## src/rtl/intc_pkg.sv

```systemverilog
// intc_pkg: shared types and constants for the CPU-side interrupt sequencer
package intc_pkg;
  localparam int INTC_XLEN = 32;
  localparam int unsigned INTC_NULL_VEC = 0;
  typedef enum logic [1:0] {RUN, ENTER, ISR, EXIT} intc_state_e;
endpackage

```

## src/rtl/intc_cpu_seq_if.sv

```systemverilog
// intc_cpu_seq_if: controller/CPU-facing signals of the interrupt sequencer
//   master: drives IRQ, isr_addr, retire, pc_next, mret, mie_we, mie_wdata
//   slave : the sequencer, drives IACK, redirect, redirect_pc, stall, epc,
//           mie, in_isr, spurious, irq_lat
interface intc_cpu_seq_if #(parameter int XLEN = intc_pkg::INTC_XLEN, parameter int LAT_W = 16);
  logic IRQ;
  logic [XLEN-1:0] isr_addr;
  logic retire;
  logic [XLEN-1:0] pc_next;
  logic mret;
  logic mie_we;
  logic mie_wdata;
  logic IACK;
  logic redirect;
  logic [XLEN-1:0] redirect_pc;
  logic stall;
  logic [XLEN-1:0] epc;
  logic mie;
  logic in_isr;
  logic spurious;
  logic [LAT_W-1:0] irq_lat;
  modport master (
    output IRQ, isr_addr, retire, pc_next, mret, mie_we, mie_wdata,
    input IACK, redirect, redirect_pc, stall, epc, mie, in_isr, spurious, irq_lat
  );
  modport slave (
    input IRQ, isr_addr, retire, pc_next, mret, mie_we, mie_wdata,
    output IACK, redirect, redirect_pc, stall, epc, mie, in_isr, spurious, irq_lat
  );
endinterface

```

## src/rtl/intc_lat_cnt.sv

```systemverilog
// intc_lat_cnt: saturating request-latency counter with capture on acceptance
//   clk, rst (sync, active-low); i_req = IRQ & mie; i_run = sequencer in RUN;
//   i_cap = acceptance strobe; o_lat = count+1 captured at acceptance
module intc_lat_cnt #(parameter int LAT_W = 16) (
  input  logic             clk,
  input  logic             rst,
  input  logic             i_req,
  input  logic             i_run,
  input  logic             i_cap,
  output logic [LAT_W-1:0] o_lat
);
  logic [LAT_W-1:0] r_cnt, r_lat, w_inc;
  assign w_inc = &r_cnt ? r_cnt : r_cnt + LAT_W'(1);
  assign o_lat = r_lat;
  always_ff @(posedge clk) begin
    if (!rst) begin
      r_cnt <= '0;
      r_lat <= '0;
    end else begin
      r_cnt <= i_req ? w_inc : (i_run ? '0 : r_cnt);
      if (i_cap) r_lat <= w_inc;
    end
  end
endmodule

```

## src/rtl/intc_cpu_seq.sv

```systemverilog
// intc_cpu_seq: interrupt entry/exit sequencer (PC redirect, mie/mpie, epc)
//   clk, rst (sync, active-low); bus: intc_cpu_seq_if.slave
//   Optional latency counter enabled by macro INTC_LAT_CNT_EN.
module intc_cpu_seq import intc_pkg::*; #(
  parameter int XLEN  = INTC_XLEN,
  parameter int LAT_W = 16
) (
  input logic           clk,
  input logic           rst,
  intc_cpu_seq_if.slave bus
);
  intc_state_e r_state, w_state_nxt;
  logic [XLEN-1:0] r_epc, r_vec, w_epc_nxt, w_vec_nxt, w_rpc;
  logic r_mie, r_mpie, r_spur, w_mie_nxt, w_mpie_nxt, w_spur_nxt;
  logic w_accept, w_vec_ok, w_ret, w_iack, w_redirect, w_stall, w_in_isr;
  logic [LAT_W-1:0] w_irq_lat;
  assign w_accept = (r_state == RUN) & bus.IRQ & r_mie & bus.retire;
  assign w_vec_ok = r_vec != XLEN'(INTC_NULL_VEC);
  assign w_ret    = bus.retire & bus.mret;
  always_ff @(posedge clk) begin
    if (!rst) begin
      r_state <= RUN;
      r_epc   <= '0;
      r_vec   <= '0;
      r_mie   <= 1'b0;
      r_mpie  <= 1'b0;
      r_spur  <= 1'b0;
    end else begin
      r_state <= w_state_nxt;
      r_epc   <= w_epc_nxt;
      r_vec   <= w_vec_nxt;
      r_mie   <= w_mie_nxt;
      r_mpie  <= w_mpie_nxt;
      r_spur  <= w_spur_nxt;
    end
  end
  // Hardware updates of mie take priority: software writes only land in RUN
  // or ISR cycles that are not themselves transitioning.
  always_comb begin
    w_state_nxt = r_state;
    w_epc_nxt   = r_epc;
    w_vec_nxt   = r_vec;
    w_mie_nxt   = r_mie;
    w_mpie_nxt  = r_mpie;
    w_spur_nxt  = r_spur;
    w_iack      = 1'b0;
    w_redirect  = 1'b0;
    w_rpc       = '0;
    w_stall     = 1'b0;
    w_in_isr    = 1'b0;
    case (r_state)
      RUN: begin
        if (w_accept) begin
          w_state_nxt = ENTER;
          w_epc_nxt   = bus.pc_next;
          w_vec_nxt   = bus.isr_addr;
          w_mpie_nxt  = r_mie;
          w_mie_nxt   = 1'b0;
        end else if (bus.mie_we) w_mie_nxt = bus.mie_wdata;
      end
      ENTER: begin
        w_iack  = 1'b1;
        w_stall = 1'b1;
        if (w_vec_ok) begin
          w_redirect  = 1'b1;
          w_rpc       = r_vec;
          w_state_nxt = ISR;
        end else begin
          w_spur_nxt  = 1'b1;
          w_mie_nxt   = r_mpie;
          w_state_nxt = RUN;
        end
      end
      ISR: begin
        w_in_isr = 1'b1;
        if (w_ret) w_state_nxt = EXIT;
        else if (bus.mie_we) w_mie_nxt = bus.mie_wdata;
      end
      EXIT: begin
        w_redirect  = 1'b1;
        w_rpc       = r_epc;
        w_stall     = 1'b1;
        w_mie_nxt   = r_mpie;
        w_state_nxt = RUN;
      end
      default: w_state_nxt = RUN;
    endcase
  end
`ifdef INTC_LAT_CNT_EN
  intc_lat_cnt #(.LAT_W(LAT_W)) u_lat (
    .clk   (clk),
    .rst   (rst),
    .i_req (bus.IRQ & r_mie),
    .i_run (r_state == RUN),
    .i_cap (w_accept),
    .o_lat (w_irq_lat)
  );
`else
  assign w_irq_lat = '0;
`endif
  assign bus.IACK        = w_iack;
  assign bus.redirect    = w_redirect;
  assign bus.redirect_pc = w_rpc;
  assign bus.stall       = w_stall;
  assign bus.epc         = r_epc;
  assign bus.mie         = r_mie;
  assign bus.in_isr      = w_in_isr;
  assign bus.spurious    = r_spur;
  assign bus.irq_lat     = w_irq_lat;
endmodule
```

## src/flat_wrapper.sv

```systemverilog
// flat-port wrapper written by rule: the top's interface ports become plain ports
module intc_cpu_seq_flat import intc_pkg::*;
#(
  parameter int XLEN  = INTC_XLEN,
  parameter int LAT_W = 16
)
  (clk, rst, bus_IRQ, bus_isr_addr, bus_retire, bus_pc_next, bus_mret, bus_mie_we, bus_mie_wdata, bus_IACK, bus_redirect, bus_redirect_pc, bus_stall, bus_epc, bus_mie, bus_in_isr, bus_spurious, bus_irq_lat);
  intc_cpu_seq_if #(.XLEN(XLEN), .LAT_W(LAT_W)) bus_i ();
  input logic clk;
  input logic rst;
  input wire logic [$bits(bus_i.IRQ)-1:0] bus_IRQ;
  input wire logic [$bits(bus_i.isr_addr)-1:0] bus_isr_addr;
  input wire logic [$bits(bus_i.retire)-1:0] bus_retire;
  input wire logic [$bits(bus_i.pc_next)-1:0] bus_pc_next;
  input wire logic [$bits(bus_i.mret)-1:0] bus_mret;
  input wire logic [$bits(bus_i.mie_we)-1:0] bus_mie_we;
  input wire logic [$bits(bus_i.mie_wdata)-1:0] bus_mie_wdata;
  output wire logic [$bits(bus_i.IACK)-1:0] bus_IACK;
  output wire logic [$bits(bus_i.redirect)-1:0] bus_redirect;
  output wire logic [$bits(bus_i.redirect_pc)-1:0] bus_redirect_pc;
  output wire logic [$bits(bus_i.stall)-1:0] bus_stall;
  output wire logic [$bits(bus_i.epc)-1:0] bus_epc;
  output wire logic [$bits(bus_i.mie)-1:0] bus_mie;
  output wire logic [$bits(bus_i.in_isr)-1:0] bus_in_isr;
  output wire logic [$bits(bus_i.spurious)-1:0] bus_spurious;
  output wire logic [$bits(bus_i.irq_lat)-1:0] bus_irq_lat;
  assign bus_i.IRQ = bus_IRQ;
  assign bus_i.isr_addr = bus_isr_addr;
  assign bus_i.retire = bus_retire;
  assign bus_i.pc_next = bus_pc_next;
  assign bus_i.mret = bus_mret;
  assign bus_i.mie_we = bus_mie_we;
  assign bus_i.mie_wdata = bus_mie_wdata;
  assign bus_IACK = bus_i.IACK;
  assign bus_redirect = bus_i.redirect;
  assign bus_redirect_pc = bus_i.redirect_pc;
  assign bus_stall = bus_i.stall;
  assign bus_epc = bus_i.epc;
  assign bus_mie = bus_i.mie;
  assign bus_in_isr = bus_i.in_isr;
  assign bus_spurious = bus_i.spurious;
  assign bus_irq_lat = bus_i.irq_lat;
  intc_cpu_seq #(.XLEN(XLEN), .LAT_W(LAT_W)) u_core (.clk(clk), .rst(rst), .bus(bus_i));
endmodule
```

## config.mk

```make
export PLATFORM = sky130hd
export DESIGN_NAME = intc_cpu_seq_flat
export DESIGN_NICKNAME = d
export VERILOG_FILES = /design/src/rtl/intc_pkg.sv /design/src/rtl/intc_cpu_seq_if.sv /design/src/rtl/intc_lat_cnt.sv /design/src/rtl/intc_cpu_seq.sv /design/src/flat_wrapper.sv
export SDC_FILE = /design/constraint.sdc
export NUM_CORES = 1
export LEC_CHECK = 0
export BUFFER_PORTS_ARGS = -buffer_cell sky130_fd_sc_hd__buf_4
export CORE_AREA = 2 2 89 100
export DETAILED_ROUTE_END_ITERATION = 16
export DIE_AREA = 0 0 91 102
export HOLD_SLACK_MARGIN = 0.15
export PLACE_DENSITY = 0.79
export SYNTH_ARGS = -nofsm -noshare
export SYNTH_HDL_FRONTEND = slang
export SYNTH_HIERARCHICAL = 1
export SYNTH_SLANG_ARGS = --single-unit
```

## constraint.sdc

```tcl
create_clock -name clk -period 1.28 [get_ports clk]
set_input_delay 0.064 -clock clk [delete_from_list [all_inputs] [get_ports clk]]
set_output_delay 0.064 -clock clk [all_outputs]
set_load 0.005 [all_outputs]
```

==> results.toml <==
[logic_synthesis]
post-synth-top-area-fraction_pct = 40.8
syn_avg_cell_area_um2 = 8.34
netlist.top_cell.by_area = "dfxtp_1"
netlist_area_um2 = 3390
ys_ff_latch = 69
synth_cell_type_count = 25
ys_async_sr_fraction_pct = 0
synth.area.top_cells = "dfxtp_1 41%, nand2_1 15%, a21boi_1 14%, mux2i_1 9.8%, nor2b_1 6.3%"
syn_inst = 406
synth-edff-count = 0
yosysSeqAreaShare_pct = 40.8
ys_warn_count = 6
ys.flop_type = "dfxtp_1"

[sta]
fin_tns_setup_ps = -40390
fin_skew_ps = 9.10
setup_viol_count_final = 103
holdWs_ps = 263
maxSlewViolCount = 0
period_share_pct = 146
grt_setup_unrepaired = "yes"
hold_violations = 0
finalWorstSetupSlack_ps = -590
max_slew_margin_pct = 58.2
max_freq_mhz = 535
period_minus_slack_ps = 1870
worst_slew_pin_slew_ps = 627

[worst_setup_path]
worst_path_max_delay_cell = "nor4_1"
cpPeakStageDelay_ps = 360
path_cells = "nor4_1, nand4_1, or2_4, o21a_1, buf_4"
endpoint_kind = "primary output"
arrival_ps = 1810
required_ps = 1220
reg2reg_slack_ps = -550
cp_max_fo = 2
start_kind = "register"
rr_startpoint = "u_core/r_vec[31]"
crit_end = "bus_redirect"
crit_type = "reg -> out"
r2r_end = "u_core/bus.mie"
ff2ff_path_depth = 7
crit_start = "u_core/r_vec[31]"

[floorplanning]
num_rows = 35
initial_core_util_pct = 41.1
die_w_um = 91
die_y_um = 102
io_pins = 157
core_area_um2 = 8230
dieArea_um2 = 9280

[layout]
regArea_um2 = 1390
multi_input_area_um2 = 2430
layout_common_cells = "184 x buf_4, 66 x dlygate4sd3_1, 64 x nand2_1, 63 x dfxtp_1, 45 x nand2_4"
drive_above_1_share_pct = 55.2
layout_commonest_cell = "buf_4"
num-nets-final = 754
area_delta_synth_final_pct = 109
num-fill-cells = 383
utilization_pct = 85.9

[detailed_routing]
via_per_inst = 5.20
vias = 4161
wl_um = 15800
drtIter0Drc = 208
drc = 0
antenna_left = 0
dr.pass1.iters = 4
drt-wirelength-per-cell_um = 19.8

[clock_network]
clock-sinks = 69
insertion_delay_ps = 350
htree_levels = 3
cts_tree = "done"
cts_buffers = 9
cts.clk_slew.worst_paths_ps = 70
cts_root_buffer = "clkbuf_8"
clock_path_buffers = 2

[global_routing]
grt_max_degree = 71
antenna_found_initial = 1
grt_overflow_total = 0
grt_pass1_wl_um = 21500
grt_pass1_vias = 4243
groute.usage.overall_pct = 30.0

[outcome]
status = "finished with violations"
violations = "negative setup slack"

[power_and_ir_drop]
power.density_nw_per_um2 = 750
p_leak_nw = 2.84
ir_worst_vdd_v = 0.000541

[placement]
place_congestion = 0.798
hpwl_um = 6520
io_buffers = 140

[worst_hold_path]
hp-class = "in -> reg"
min_path_cells = 2

[flow_run]
drv_cap = 0
==> where the power goes <==
group / internal (W) / switching, W
Combinational: 0.000691 / 0.000442
Sequential: 0.00220 / 0.0000554
Clock: 0.00105 / 0.000863
Total: 0.00394 / 0.00136
==> Yosys cell counts (all sizes together), types with 2 or more instances <==
master  number
nand4        2
o21a         3
a21boi      64
dfxtp       69
nor2b       34
clkbuf      13
nand2      132
a21oi        2
mux2i       33
nor4         8
nand3b       2
buf         33
==> per-layer routing <==
metal	vias up	global-route usage [%]	routed length, um
met5	-	0	0
met4	0	14.0	476
met3	42	5.53	1110
met2	204	52.0	8270
met1	2044	36.3	5990
li1	1871	-	-
==> registers in the layout (all words and copies together) (netlist names), named ones only <==
| signal | count |
|---|---|
| u_core/bus.epc | 32 |
| u_core/bus.mie | 1 |
| u_core/bus.spurious | 1 |
| u_core/r_vec | 32 |
| u_core/r_mpie | 1 |
| u_core/r_state | 1 |
==> final cells by class <==
class	count	area share [%]
diodes	1	0.0354
clock buffers	12	2.34
clock inverters	4	0.637
inverters	1	0.0531
multi-input cells	305	34.4
flip-flops and latches	69	19.6
well taps	111	1.96
repair buffers	297	40.9
==> worst min-delay path by stage <==
stage,slack [ps],endpoint,from
3_3_place_gp,310,u_core/bus.epc[10],bus_pc_next[10]
2_1_floorplan,200,u_core/r_vec[0],bus_isr_addr[0]
5_1_grt,280,u_core/bus.spurious,rst
6_report,260,u_core/bus.epc[13],rst
4_1_cts,180,u_core/bus.mie,bus_mie_we
3_5_place_dp,320,u_core/bus.epc[15],bus_pc_next[15]
==> critical path, delay by kind of cell (launching register included) <==
family                 cells  cell delay (ps)
AND/OR/NAND/NOR            3              800
buffers and inverters      1              140
AO/OA/AOI/OAI              1              190
flip-flops                 1              330
==> per-stage QoR <==
step	setup slack [ps]	area (um2)	total power [W]	cells
3_3_place_gp	-249	4760	0.00287	673
2_1_floorplan	-56.6	3440	0.00258	421
5_1_grt	-618	7070	0.00545	800
4_1_cts	-524	6550	0.00513	792
3_5_place_dp	-297	4760	0.00288	673
6_report	-590	7070	0.00530	800
==> timing repair <==
| item | 4_1_cts | 5_1_grt |
|---|---|---|
| gates cloned | 17 | 0 |
| pin swaps | 106 | 37 |
| hold buffers | 66 | 0 |
| endpoints found under the setup margin | 102 | 103 |
| resized for setup | 104 | 133 |
| buffers inserted | 20 | 15 |
| endpoints found under the hold margin | 66 | 0 |
==> cell families after synthesis <==
kind of cell	Yosys count	share of synthesized area (%)
other cells	1	0.111
mux	33	9.75
buf+inv	47	7.98
compound gates	72	16.0
flops	69	40.8
simple gates	184	25.3
Power figures use the tool's default switching activity.
